==> src/rtl/bridge_reg_bank.sv <==
// bridge_reg_bank: destination-domain endpoint of the bridge bus.
// Decodes a 256-byte word-addressed window at BASE_ADDR into NUM_REGS
// read/write control registers followed by NUM_REGS read-only status words.
// Reads return through a RD_LATENCY-deep pipe. The read data output only
// changes on rd_valid, so the return path can forward it on change.
// Optional feature: define BRIDGE_REG_BANK_W1C_EN to make every status word
// sticky (OR-accumulated) and clearable by write-1-to-clear.
module bridge_reg_bank #(
  parameter logic [31:0] BASE_ADDR  = 32'hF800_0000,
  parameter int          NUM_REGS   = 8,
  parameter int          RD_LATENCY = 2,
  parameter logic [31:0] MISS_DATA  = 32'h0000_0000
) (
  input  logic                     clk,
  input  logic                     reset_n,
  input  logic [31:0]              bridge_addr,
  input  logic                     bridge_wr,
  input  logic [31:0]              bridge_wr_data,
  input  logic                     bridge_rd,
  output logic [31:0]              bridge_rd_data,
  output logic                     rd_valid,
  output logic [NUM_REGS*32-1:0]   ctrl_regs,
  output logic [NUM_REGS-1:0]      ctrl_wr_strobe,
  input  logic [NUM_REGS*32-1:0]   status_in
);

  logic                   hit;
  logic [6:0]             word;
  logic                   unused_addr_bits;
  logic [NUM_REGS-1:0]    wr_sel;
  logic [31:0]            rd_value;
  logic [NUM_REGS*32-1:0] status_view;
  logic [RD_LATENCY-1:0]  vld_p;

  // Window hit on the upper 24 address bits; byte offset within a word ignored.
  assign hit              = (bridge_addr[31:8] == BASE_ADDR[31:8]);
  assign word             = {1'b0, bridge_addr[7:2]};
  assign unused_addr_bits = ^bridge_addr[1:0];

`ifdef BRIDGE_REG_BANK_W1C_EN
  logic [NUM_REGS*32-1:0] sticky;
  logic [NUM_REGS-1:0]    clr_sel;

  assign status_view = sticky;

  // Select which sticky status word a write targets.
  always_comb begin
    clr_sel = '0;
    for (int i = 0; i < NUM_REGS; i++)
      clr_sel[i] = bridge_wr && hit && (word == 7'(NUM_REGS + i));
  end

  // Sticky accumulate; a new set wins over a same-cycle clear of that bit.
  always_ff @(posedge clk or negedge reset_n) begin
    if (!reset_n) begin
      sticky <= '0;
    end else begin
      for (int i = 0; i < NUM_REGS; i++)
        sticky[32*i +: 32] <= (sticky[32*i +: 32] & ~(clr_sel[i] ? bridge_wr_data : 32'h0))
                              | status_in[32*i +: 32];
    end
  end
`else
  assign status_view = status_in;
`endif

  // Decode write target among control words and pick read source.
  always_comb begin
    wr_sel   = '0;
    rd_value = MISS_DATA;
    for (int i = 0; i < NUM_REGS; i++) begin
      wr_sel[i] = bridge_wr && hit && (word == 7'(i));
      if (hit && (word == 7'(i)))
        rd_value = ctrl_regs[32*i +: 32];
      if (hit && (word == 7'(NUM_REGS + i)))
        rd_value = status_view[32*i +: 32];
    end
  end

  // Control register writes and their one-cycle strobes.
  always_ff @(posedge clk or negedge reset_n) begin
    if (!reset_n) begin
      ctrl_regs      <= '0;
      ctrl_wr_strobe <= '0;
    end else begin
      ctrl_wr_strobe <= wr_sel;
      for (int i = 0; i < NUM_REGS; i++)
        if (wr_sel[i])
          ctrl_regs[32*i +: 32] <= bridge_wr_data;
    end
  end

  // Read valid shift register; reset flushes all in-flight reads.
  always_ff @(posedge clk or negedge reset_n) begin
    if (!reset_n)
      vld_p <= '0;
    else
      vld_p <= RD_LATENCY'({vld_p, bridge_rd});
  end

  for (genvar k = 0; k < RD_LATENCY; k++) begin : g_pipe
    logic [31:0] d_in;
    logic [31:0] data;
    logic        v_in;

    if (k == 0) begin : g_head
      assign d_in = rd_value;
      assign v_in = bridge_rd;
    end else begin : g_body
      assign d_in = g_pipe[k-1].data;
      assign v_in = vld_p[k-1];
    end

    if (k == RD_LATENCY - 1) begin : g_out
      // Output stage: loads only on a completing read, otherwise holds.
      always_ff @(posedge clk or negedge reset_n) begin
        if (!reset_n)
          data <= '0;
        else if (v_in)
          data <= d_in;
      end
    end else begin : g_mid
      // Intermediate stage: data only, qualified by the travelling valid.
      always_ff @(posedge clk) begin
        if (v_in)
          data <= d_in;
      end
    end
  end

  assign bridge_rd_data = g_pipe[RD_LATENCY-1].data;
  assign rd_valid       = vld_p[RD_LATENCY-1];

endmodule

==> config.mk <==
export PLATFORM = sky130hd
export DESIGN_NAME = bridge_reg_bank
export DESIGN_NICKNAME = d
export VERILOG_FILES = /design/src/rtl/bridge_reg_bank.sv
export SDC_FILE = /design/constraint.sdc
export NUM_CORES = 1
export LEC_CHECK = 0
export ABC_AREA = 1
export CORE_AREA = 2 2 239 241
export CTS_BUF_LIST = sky130_fd_sc_hd__clkbuf_16
export DETAILED_ROUTE_END_ITERATION = 10
export DIE_AREA = 0 0 241 243
export GPL_TIMING_DRIVEN = 0
export PLACE_DENSITY = 0.7
export SLEW_MARGIN = 25
export SYNTH_ARGS = -nofsm -noshare
export SYNTH_HDL_FRONTEND = slang
export SYNTH_SLANG_ARGS = --single-unit
==> constraint.sdc <==
create_clock -name clk -period 4.8 [get_ports clk]
set_clock_uncertainty 0.1 [all_clocks]
set_input_delay 0.96 -clock clk [delete_from_list [all_inputs] [get_ports clk]]
set_output_delay 0.96 -clock clk [all_outputs]
set_load 0.01 [all_outputs]
# [Word level (Yosys, flattened, before mapping)]
# Index checks and enable logic that the tools add are counted.
[op_classes] eq_ne=16 muxes=16 reduce_logical=26
[ops] cell="32-bit two-way mux" count=16
[ops] cell="6-bit by 4-bit equality test with 1-bit output (second input constant)" count=8
[ops] cell="1-bit logical AND" count=25
[ops] cell="24-bit equality test (second input constant)" count=1
[ops] cell="6-bit by 3-bit equality test with 1-bit output (second input constant)" count=4
[ops] cell="6-bit by 2-bit equality test with 1-bit output (second input constant)" count=2
[ops] cell="7-bit logical NOT" count=1
[ops] cell="6-bit by 1-bit equality test with 1-bit output (second input constant)" count=1
[totals] reg_bits=330 input_bits=324

# [Logic depth before layout (Yosys ltp)]
# Gate-level depths: netlist of run 1.
[depth] ltp_word=18 mapped_depth=25 mapped_depth_nobuf=25

# [Worst setup path before layout of run 1]
# No wires, ideal clock.
[synth_path] path_kind="input-to-reg" startpoint="input port bridge_addr[25]" endpoint="register g_pipe[0].data[25], data pin" setup_ns=0.252 arrival_time_ns=2.688 t_required_ns=4.448 slack_ns=1.760 path_stages=22 path_buffers=1 cell_sequence="nor2_1 -> nand2_1 -> nor2_1 -> nand3_4 -> inv_2 -> nand2_4 -> nor2_4 -> inv_2 -> clkbuf_2 -> or2_0 -> nand2_1 -> nand2_1 -> nand2_1 -> nand2_1 -> nand2_1 -> nand2_1 -> nand2_1 -> nand3_1 -> nand2_1 -> nand2_1 -> nand2_1 -> nand2_1"
[synth_via] elab_chain_cells=18 elab_cells_between_ends=33 cone_classes="eq/ne: 1; mux: 16; reduce/logical: 16"
[synth_rtl] element="start, declared" line="16" text="input logic [31:0] bridge_addr,"
[synth_rtl] element="24-bit equality test *" line="36" text="assign hit = (bridge_addr[31:8] == BASE_ADDR[31:8]);"
[synth_rtl] element="1-bit logical AND" line="73" text="if (hit && (word == 7'(i)))"
[synth_rtl] element="32-bit two-way mux" line="73"
[synth_rtl] element="32-bit two-way mux" line="75" text="if (hit && (word == 7'(NUM_REGS + i)))"
[synth_rtl] element="32-bit two-way mux" line="73"
[synth_rtl] element="32-bit two-way mux" line="75"
[synth_rtl] element="32-bit two-way mux" line="73"
[synth_rtl] element="32-bit two-way mux" line="75"
[synth_rtl] element="[3 not listed]"
[synth_rtl] element="32-bit two-way mux" line="75"
[synth_rtl] element="32-bit two-way mux" line="73"
[synth_rtl] element="32-bit two-way mux" line="75"
[synth_rtl] element="32-bit two-way mux" line="73"
[synth_rtl] element="32-bit two-way mux" line="75"
[synth_rtl] element="32-bit two-way mux" line="73"
[synth_rtl] element="32-bit two-way mux *" line="75"
[synth_rtl] element="named net g_pipe[0].d_in[25]" line="102" text="logic [31:0] d_in;"
[synth_rtl] element="end signal, assigned" line="126" text="data <= d_in;"
[synth_rtl] element="end, declared" line="103" text="logic [31:0] data;"
# The timed path passes the listed nets; every way through them passes the cells marked *.
# A chain may end at the register's enable or synchronous reset.

# [Final worst setup path of run 1]
[layout_path] startpoint="input port bridge_addr[2]" endpoint="register g_pipe[0].data[13], data pin"
[layout_via] elab_chain_cells=18 elab_cells_between_ends=48 cone_classes="eq/ne: 15; mux: 16; reduce/logical: 17"
[layout_rtl] element="7-bit logical NOT" line="73"
[layout_rtl] element="1-bit logical AND" line="73"
[layout_rtl] element="32-bit two-way mux" line="73"
[layout_rtl] element="32-bit two-way mux" line="75"
[layout_rtl] element="32-bit two-way mux" line="73"
[layout_rtl] element="32-bit two-way mux" line="75"
[layout_rtl] element="32-bit two-way mux" line="73"
[layout_rtl] element="32-bit two-way mux" line="75"
[layout_rtl] element="[3 not listed]"
[layout_rtl] element="32-bit two-way mux" line="75"
[layout_rtl] element="32-bit two-way mux" line="73"
[layout_rtl] element="32-bit two-way mux" line="75"
[layout_rtl] element="32-bit two-way mux" line="73"
[layout_rtl] element="32-bit two-way mux" line="75"
[layout_rtl] element="32-bit two-way mux" line="73"
[layout_rtl] element="32-bit two-way mux *" line="75"
[layout_rtl] element="named net g_pipe[0].d_in[13]" line="102"
# Marked as above.

==> insert_results.sql, run 1 <==
INSERT INTO impl_metrics (metric_group, metric, value, unit) VALUES
('timing', 'setup-violations-final', '0', ''),
('cts', 'htree_num_levels', '2', ''),
('worst_setup_path', 'r2r_cells', '20', ''),
('placed_design', 'post_dp_area', '24800', 'sq um'),
('worst_setup_path', 'path_max_fanout', '10', ''),
('yosys', 'ys_seq_area_frac', '0.480', ''),
('yosys', 'synth_ff_type', 'sky130_fd_sc_hd__dfrtp_1', ''),
('worst_setup_path', 'worst_ep_required_time', '5.01', 'ns'),
('die', 'dieWidth', '241', 'um'),
('yosys', 'synth_area', '17500', 'sq um'),
('timing', 'worst-slew-pin-transition', '0.979', 'ns'),
('cts', 'tritoncts', 'built', ''),
('yosys', 'mappedNetlistNets', '2723', ''),
('detailed_routing', 'via_per_inst', '5.10', ''),
('cts', 'clkTransAtPathRegs', '0.06', 'ns'),
('cells_and_area', 'instances_no_fill', '3863', ''),
('cells_and_area', 'area.sequential', '8420', 'sq um'),
('detailed_routing', 'routed_length_per_placed_instance', '23.4', 'um'),
('power_and_ir_drop', 'report.power.total', '6750', 'uW'),
('flow_run', 'max_cap_violations', '0', ''),
('timing', 'slew_violations', '0', ''),
('detailed_routing', 'antenna_violating_nets_left', '0', ''),
('global_route', 'grt_usage', '0.302', ''),
('yosys', 'syn_avg_cell_area', '7.31', 'sq um'),
('yosys', 'synth_warnings', '0', ''),
('worst_setup_path', 'cp-end-kind', 'flop', ''),
('timing', 'final_hold_vio_count', '0', ''),
('placed_design', 'cell_total_after_placement', '3776', ''),
('die', 'number_of_placement_rows', '87', ''),
('cells_and_area', 'design.final.nets', '3388', ''),
('detailed_routing', 'routed-via-count', '19695', ''),
('yosys', 'yosysUniqueCellTypes', '30', ''),
('placed_design', 'place_congestion', '0.964', ''),
('placed_design', 'portBuffers', '617', ''),
('cells_and_area', 'syn2layout_area_growth', '49.4', '%'),
('timing', 'unrepaired_setup_endpoints_after_global_routing', 'no', ''),
('worst_setup_path', 'critical_path.startpoint_type', 'input pin', ''),
('cts', 'postCtsResizedCells', '0', ''),
('timing', 'hold_slack', '0.274', 'ns'),
('run_status', 'outcome', 'complete, no violations', ''),
('timing', 'timing.final.crit_share', '0.871', ''),
('power_and_ir_drop', 'worst_vdd_rail_ir_drop', '0.000219', 'V'),
('cts', 'cts_made_buffers', '42', ''),
('global_route', 'pin_count_of_the_biggest_net_entering_global_routing', '83', ''),
('cts', 'clkSinkCount', '330', ''),
('cts', 'buffer_depth_of_the_longest_clock_path', '3', ''),
('die', 'core', '56000', 'sq um'),
('cells_and_area', 'finalInstanceArea', '26200', 'sq um'),
('cts', 'cts_post_setup_buffers_inserted', '0', ''),
('hold_path', 'holdCritPathClass', 'reg -> reg', ''),
('cts', 'latest_clock_arrival_within_the_worst_skew_pair', '0.56', 'ns'),
('detailed_routing', 'dr.pass1.iters', '6', ''),
('worst_setup_path', 'data_arrival_critical_path', '4.39', 'ns'),
('cts', 'cts_hold_repair.buffers', '0', ''),
('global_route', 'antenna_found_initial', '11', ''),
('die', 'die_h', '243', 'um'),
('yosys', 'postSynthCellCount', '2399', ''),
('die', 'start_util', '0.314', ''),
('timing', 'max_clock_freq', '239', 'MHz'),
('detailed_routing', 'drc', '0', ''),
('global_route', 'number_of_global_route_vias_before_repair', '18714', ''),
('cells_and_area', 'fillerInstances', '5665', ''),
('yosys', 'ys_ff_latch', '330', ''),
('timing', 'final.min_clock_period', '4.18', 'ns'),
('timing', 'layout_setup_ws', '0.620', 'ns'),
('global_route', 'overflow', '0', ''),
('worst_setup_path', 'critPathKind', 'in -> reg', ''),
('placed_design', 'post-place-ws', '0.0955', 'ns'),
('die', 'io-pin-count', '621', ''),
('cts', 'clk_root_buffer_cell', 'sky130_fd_sc_hd__clkbuf_16', ''),
('cells_and_area', 'proportion_of_layout_cells_with_a_drive_suffix_above_1', '0.0652', ''),
('detailed_routing', 'drt_wl_total', '90500', 'um'),
('power_and_ir_drop', 'pwr_density_cell', '257', 'nW/um^2'),
('detailed_routing', 'drt_first_iter_violations', '2166', ''),
('power_and_ir_drop', 'total_leakage_power', '0.0120', 'uW'),
('placed_design', 'dp.final_hpwl', '72200', 'um'),
('die', 'die_area', '58600', 'sq um'),
('hold_path', 'hold_path_depth', '0', ''),
('yosys', 'synth-edff-count', '32', ''),
('timing', 'slew_headroom', '0.347', ''),
('yosys', 'async_reset_ff_frac', '0.903', ''),
('global_route', 'wire_length_of_the_first_global_routing_pass', '128000', 'um'),
('cells_and_area', 'multi_input_comb_area', '7830', 'sq um');
path summary, 6_finish.rpt:
| kind | start | end | slack (ns) |
|---|---|---|---|
| worst max-delay path | bridge_addr[2] | g_pipe[0].data[13] | 0.62 |
| worst min-delay path | vld_p[0] | vld_p[1] | 0.27 |
| worst max register to register | ctrl_regs[25] | g_pipe[0].data[25] | 2.46 |
| worst min register to register | vld_p[0] | vld_p[1] | 0.27 |
| max in group asynchronous | reset_n | ctrl_regs[63] | 3.00 |
| min in group asynchronous | reset_n | bridge_rd_data[15] | 0.31 |
stage by stage:
stage / util / TNS [ns]
2_1_floorplan: - / 0
3_3_place_gp: 0.441 / -3300.45
3_5_place_dp: 0.443 / 0
4_1_cts: 0.468 / 0
5_1_grt: 0.468 / 0
6_report: 0.469 / 0
report_power, final:
group / internal, uW / total [uW] / switching, uW
Combinational: 313 / 550 / 238
Clock: 1980 / 3320 / 1340
Sequential: 2860 / 2880 / 20.0
layout make-up:
class                           instances  share of cell area
Timing Repair Buffer                  621               0.240
Multi-Input combinational cell       1744               0.299
Inverter                              179              0.0256
Sequential cell                       330               0.321
Clock buffer                           44              0.0420
Tap cell                              756              0.0361
Antenna cell                           11             0.00105
Buffer                                146              0.0239
Clock inverter                         32              0.0118
layer usage:
layer / global-route usage / up-vias / wire [um]
met5: 0 / - / 15
met4: 0.113 / 2 / 3450
met3: 0.0575 / 182 / 8110
li1: - / 9031 / -
met1: 0.418 / 9418 / 38700
met2: 0.466 / 1062 / 40200
kinds of logic (layout without fill, tap and decap cells):
group           after synthesis  count (layout)  share of synthesized area
mux                          32              32                     0.0205
simple gates               1280            1280                      0.300
buf+inv                     325            1022                     0.0740
flops                       330             330                      0.480
other cells                   0              11                          0
compound gates              432             432                      0.125
state kept, by name, indices dropped and copies added, names as in the netlist:
| register | cells |
|---|---|
| vld_p | 2 |
| ctrl_regs | 256 |
| g_pipe.data | 32 |
| bridge_rd_data | 32 |
| ctrl_wr_strobe | 8 |
layout by cell type (no fill, tap or decap), types with 7 or more instances in the layout:
master,netlist,final
sky130_fd_sc_hd__buf_4,7,7
sky130_fd_sc_hd__or2_2,34,34
sky130_fd_sc_hd__mux2_2,32,32
sky130_fd_sc_hd__buf_1,10,10
sky130_fd_sc_hd__nand3_1,119,119
sky130_fd_sc_hd__nor2_1,234,234
sky130_fd_sc_hd__diode_2,0,11
sky130_fd_sc_hd__o211ai_1,15,15
sky130_fd_sc_hd__or2_0,7,7
sky130_fd_sc_hd__inv_1,162,167
sky130_fd_sc_hd__or2_1,12,12
sky130_fd_sc_hd__nand4_1,33,33
sky130_fd_sc_hd__a21oi_1,105,105
sky130_fd_sc_hd__clkbuf_1,97,97
sky130_fd_sc_hd__edfxtp_1,32,32
sky130_fd_sc_hd__o21ai_1,50,50
sky130_fd_sc_hd__clkbuf_16,0,44
sky130_fd_sc_hd__inv_2,16,16
sky130_fd_sc_hd__dfrtp_1,298,298
sky130_fd_sc_hd__o21ai_0,262,262
sky130_fd_sc_hd__clkdlybuf4s50_1,0,615
sky130_fd_sc_hd__buf_2,29,30
sky130_fd_sc_hd__clkinv_1,1,13
sky130_fd_sc_hd__nand2_1,824,824
critical path, stage by stage:
cell and delay [ns]:
sky130_fd_sc_hd__clkdlybuf4s50_1 0.51, sky130_fd_sc_hd__inv_1 0.06, sky130_fd_sc_hd__nor4_1 0.66, sky130_fd_sc_hd__nand2_4 0.19, sky130_fd_sc_hd__nor2_4 0.24, sky130_fd_sc_hd__inv_2 0.09
sky130_fd_sc_hd__clkbuf_1 0.36, sky130_fd_sc_hd__o21ai_0 0.22, sky130_fd_sc_hd__inv_1 0.07, sky130_fd_sc_hd__nand2_1 0.18, sky130_fd_sc_hd__nand2_1 0.13, sky130_fd_sc_hd__nand2_1 0.08
sky130_fd_sc_hd__nand2_1 0.09, sky130_fd_sc_hd__nand2_1 0.08, sky130_fd_sc_hd__nand2_1 0.05, sky130_fd_sc_hd__nand2_1 0.07, sky130_fd_sc_hd__nand3_1 0.09, sky130_fd_sc_hd__nand2_1 0.08
sky130_fd_sc_hd__nand2_1 0.05, sky130_fd_sc_hd__nand2_1 0.07, sky130_fd_sc_hd__nand2_1 0.05
Yosys cell counts (12+ instances only):
master	n	area (sq um)
sky130_fd_sc_hd__o211ai_1	15	113
sky130_fd_sc_hd__nand4_1	33	206
sky130_fd_sc_hd__inv_1	162	608
sky130_fd_sc_hd__edfxtp_1	32	961
sky130_fd_sc_hd__clkbuf_1	97	364
sky130_fd_sc_hd__nand2_1	824	3090
sky130_fd_sc_hd__or2_2	34	213
sky130_fd_sc_hd__mux2_2	32	360
sky130_fd_sc_hd__inv_2	16	60.1
sky130_fd_sc_hd__or2_1	12	75.1
sky130_fd_sc_hd__nor2_1	234	878
sky130_fd_sc_hd__a21oi_1	105	526
sky130_fd_sc_hd__o21ai_0	262	1310
sky130_fd_sc_hd__dfrtp_1	298	7460
sky130_fd_sc_hd__o21ai_1	50	250
sky130_fd_sc_hd__buf_2	29	145
sky130_fd_sc_hd__nand3_1	119	596
(Power assumes the default switching activity.)
==> run 2: changes to the inputs <==
- CTS_CLUSTER_SIZE: not set -> 20
==> insert_results.sql, run 2 (synthesis results as in run 1) <==
INSERT INTO impl_metrics (metric_group, metric, value, unit) VALUES
('worst_setup_path', 'critPathSlowestCell', 'sky130_fd_sc_hd__nor4_1', ''),
('detailed_routing', 'routed-via-count', '19724', ''),
('timing', 'unrepaired_setup_endpoints_after_global_routing', 'no', ''),
('global_route', 'global_route.usage.met1', '0.419', ''),
('power_and_ir_drop', 'pwr_density_cell', '257', 'nW/um^2'),
('flow_run', 'max_cap_violations', '0', ''),
('die', 'core', '56000', 'sq um'),
('die', 'die_area', '58600', 'sq um'),
('worst_setup_path', 'path_max_fanout', '10', ''),
('cts', 'latest_clock_arrival_within_the_worst_skew_pair', '0.57', 'ns'),
('cts', 'buffer_depth_of_the_longest_clock_path', '3', ''),
('global_route', 'number_of_global_route_vias_before_repair', '18689', ''),
('global_route', 'pin_count_of_the_biggest_net_entering_global_routing', '83', ''),
('die', 'die_h', '243', 'um'),
('cts', 'clkSinkCount', '330', ''),
('cells_and_area', 'layout_commonest_cell', 'sky130_fd_sc_hd__nand2_1', ''),
('cts', 'tritoncts', 'built', ''),
('cells_and_area', 'regMostFlops', 'ctrl_regs', ''),
('power_and_ir_drop', 'worst_vdd_rail_ir_drop', '0.000216', 'V'),
('global_route', 'wire_length_of_the_first_global_routing_pass', '128000', 'um'),
('global_route', 'met2_usage', '0.465', ''),
('cts', 'clk_root_buffer_cell', 'sky130_fd_sc_hd__clkbuf_16', ''),
('detailed_routing', 'dr.pass1.iters', '6', ''),
('die', 'start_util', '0.314', ''),
('cells_and_area', 'finish.utilization', '0.469', ''),
('worst_setup_path', 'critical_path.startpoint_type', 'input pin', ''),
('global_route', 'overflow', '0', ''),
('cells_and_area', 'layout_common_cells', '824 x sky130_fd_sc_hd__nand2_1, 615 x sky130_fd_sc_hd__clkdlybuf4s50_1, 298 x sky130_fd_sc_hd__dfrtp_1', ''),
('timing', 'final.min_clock_period', '4.16', 'ns'),
('cells_and_area', 'design.final.nets', '3388', ''),
('power_and_ir_drop', 'total_leakage_power', '0.0120', 'uW'),
('worst_setup_path', 'cp-end-kind', 'flop', ''),
('placed_design', 'portBuffers', '617', ''),
('hold_path', 'holdCritPathClass', 'reg -> reg', ''),
('global_route', 'grt_usage', '0.302', ''),
('die', 'io-pin-count', '621', ''),
('worst_setup_path', 'worst_path_dominant_cell_family', 'simple AND/OR/NAND/NOR gates', ''),
('cts', 'clkTransAtPathRegs', '0.06', 'ns'),
('worst_setup_path', 'critPathKind', 'in -> reg', ''),
('placed_design', 'dp.final_hpwl', '72200', 'um'),
('worst_setup_path', 'data_arrival_critical_path', '4.37', 'ns'),
('die', 'dieWidth', '241', 'um'),
('detailed_routing', 'drt_wl_total', '90600', 'um'),
('timing', 'setup-violations-final', '0', ''),
('global_route', 'grt_use_met3', '0.0564', ''),
('cts', 'cts_hold_repair.buffers', '0', ''),
('worst_setup_path', 'crit_buf_inv', '5', ''),
('timing', 'max_clock_freq', '240', 'MHz'),
('cells_and_area', 'largest_register_ff_count', '256', ''),
('cts', 'cts_post_setup_buffers_inserted', '0', ''),
('worst_setup_path', 'cp_slowest_stage_delay', '0.65', 'ns'),
('cts', 'postCtsResizedCells', '0', ''),
('placed_design', 'place_congestion', '0.964', ''),
('timing', 'worst-slew-pin-transition', '0.962', 'ns'),
('die', 'number_of_placement_rows', '87', ''),
('run_status', 'outcome', 'complete, no violations', ''),
('detailed_routing', 'via_per_inst', '5.10', ''),
('detailed_routing', 'drt_first_iter_violations', '2056', ''),
('cells_and_area', 'proportion_of_layout_cells_with_a_drive_suffix_above_1', '0.0652', ''),
('worst_setup_path', 'worst_ep_required_time', '5.01', 'ns'),
('worst_setup_path', 'critical_path.most_common_cell', 'sky130_fd_sc_hd__nand2_1', ''),
('global_route', 'gr-max-usage-layer', 'met2', ''),
('cells_and_area', 'syn2layout_area_growth', '49.4', '%'),
('cts', 'htree_num_levels', '2', ''),
('timing', 'final_hold_vio_count', '0', ''),
('power_and_ir_drop', 'report.power.total', '6750', 'uW'),
('cells_and_area', 'fillerInstances', '5662', ''),
('timing', 'slew_headroom', '0.359', ''),
('worst_setup_path', 'worstPathCellList', 'clkdlybuf4s50_1 -> inv_1 -> nor4_1 -> nand2_4 -> nor2_4 -> inv_2 -> clkbuf_1 -> o21ai_0 -> inv_1 -> nand2_1 -> nand2_1 -> nand2_1 -> nand2_1 -> nand2_1 -> nand2_1 -> nand2_1 -> nand3_1 -> nand2_1 -> nand2_1 -> nand2_1 -> nand2_1', ''),
('detailed_routing', 'drc', '0', ''),
('detailed_routing', 'antenna_violating_nets_left', '0', ''),
('timing', 'timing.final.crit_share', '0.867', ''),
('cts', 'cts_made_buffers', '42', ''),
('timing', 'slew_violations', '0', ''),
('detailed_routing', 'routed_length_per_placed_instance', '23.4', 'um'),
('global_route', 'antenna_found_initial', '11', '');
[run 2: changes by cell type in the layout (fill, tap and decap cells not counted)]
cell / delta
sky130_fd_sc_hd__diode_2: +3
[run 2: layout make-up]
class | instances | area (sq um) | area share
Sequential cell | 330 | 8420 | 0.321
Multi-Input combinational cell | 1744 | 7830 | 0.299
Timing Repair Buffer | 621 | 6290 | 0.240
Clock buffer | 44 | 1100 | 0.0420
Tap cell | 756 | 946 | 0.0361
Inverter | 179 | 672 | 0.0256
Buffer | 146 | 627 | 0.0239
Clock inverter | 32 | 309 | 0.0118
Antenna cell | 14 | 35.0 | 0.00134
[run 2: per-layer routing]
metal | wire [um] | vias to the layer above | part of all wire
met2 | 40500 | 1044 | 0.45
met3 | 8100 | 184 | 0.089
li1 | - | 9031 | -
met5 | 29 | - | 0.00032
met1 | 38700 | 9461 | 0.43
met4 | 3290 | 4 | 0.036
[run 2: worst register-to-register path: stages (launching register included)]
cell and delay, ns:
sky130_fd_sc_hd__dfrtp_1 0.39, sky130_fd_sc_hd__inv_1 0.08, sky130_fd_sc_hd__nor2_1 0.05, sky130_fd_sc_hd__nand4_1 0.09, sky130_fd_sc_hd__nand3_1 0.10, sky130_fd_sc_hd__nand2_1 0.08
sky130_fd_sc_hd__nand2_1 0.09, sky130_fd_sc_hd__nand2_1 0.07, sky130_fd_sc_hd__nand2_1 0.07, sky130_fd_sc_hd__nand2_1 0.07, sky130_fd_sc_hd__nand2_1 0.12, sky130_fd_sc_hd__nand2_1 0.14
sky130_fd_sc_hd__nand2_1 0.05, sky130_fd_sc_hd__nand2_1 0.05, sky130_fd_sc_hd__nand2_1 0.08, sky130_fd_sc_hd__nand2_1 0.08, sky130_fd_sc_hd__nand3_1 0.08, sky130_fd_sc_hd__nand2_1 0.07
sky130_fd_sc_hd__nand2_1 0.04, sky130_fd_sc_hd__nand2_1 0.07, sky130_fd_sc_hd__nand2_1 0.07
[run 2: worst paths after layout]
kind	cells past startpoint	slack, ns	startpoint	to
setup / recovery	21	0.64	bridge_addr[2]	g_pipe[0].data[13]
max in group asynchronous	3	3.00	reset_n	ctrl_regs[63]
min in group asynchronous	1	0.32	reset_n	bridge_rd_data[15]
hold / removal	0	0.27	vld_p[0]	vld_p[1]
hold reg to reg	0	0.27	vld_p[0]	vld_p[1]
setup reg to reg	20	2.50	ctrl_regs[25]	g_pipe[0].data[25]
[run 2: per-stage QoR]
step | TNS (ns) | cells | setup WS [ns] | hold WS (ns) | instance area, sq um
5_1_grt | 0 | 3858 | 0.449 | 0.312 | 26200
3_3_place_gp | -3300.45 | 3772 | -11.12 | 0.258 | 24700
4_1_cts | 0 | 3852 | 0.687 | 0.276 | 26200
6_report | 0 | 3866 | 0.639 | 0.274 | 26200
2_1_floorplan | 0 | 2399 | 1.76 | 0.252 | 17500
3_5_place_dp | 0 | 3776 | 0.0955 | 0.259 | 24800
[run 2: power by group]
part | internal [uW] | total, uW | switching, uW
Sequential | 2860 | 2880 | 19.9
Clock | 1980 | 3320 | 1340
Combinational | 313 | 551 | 239
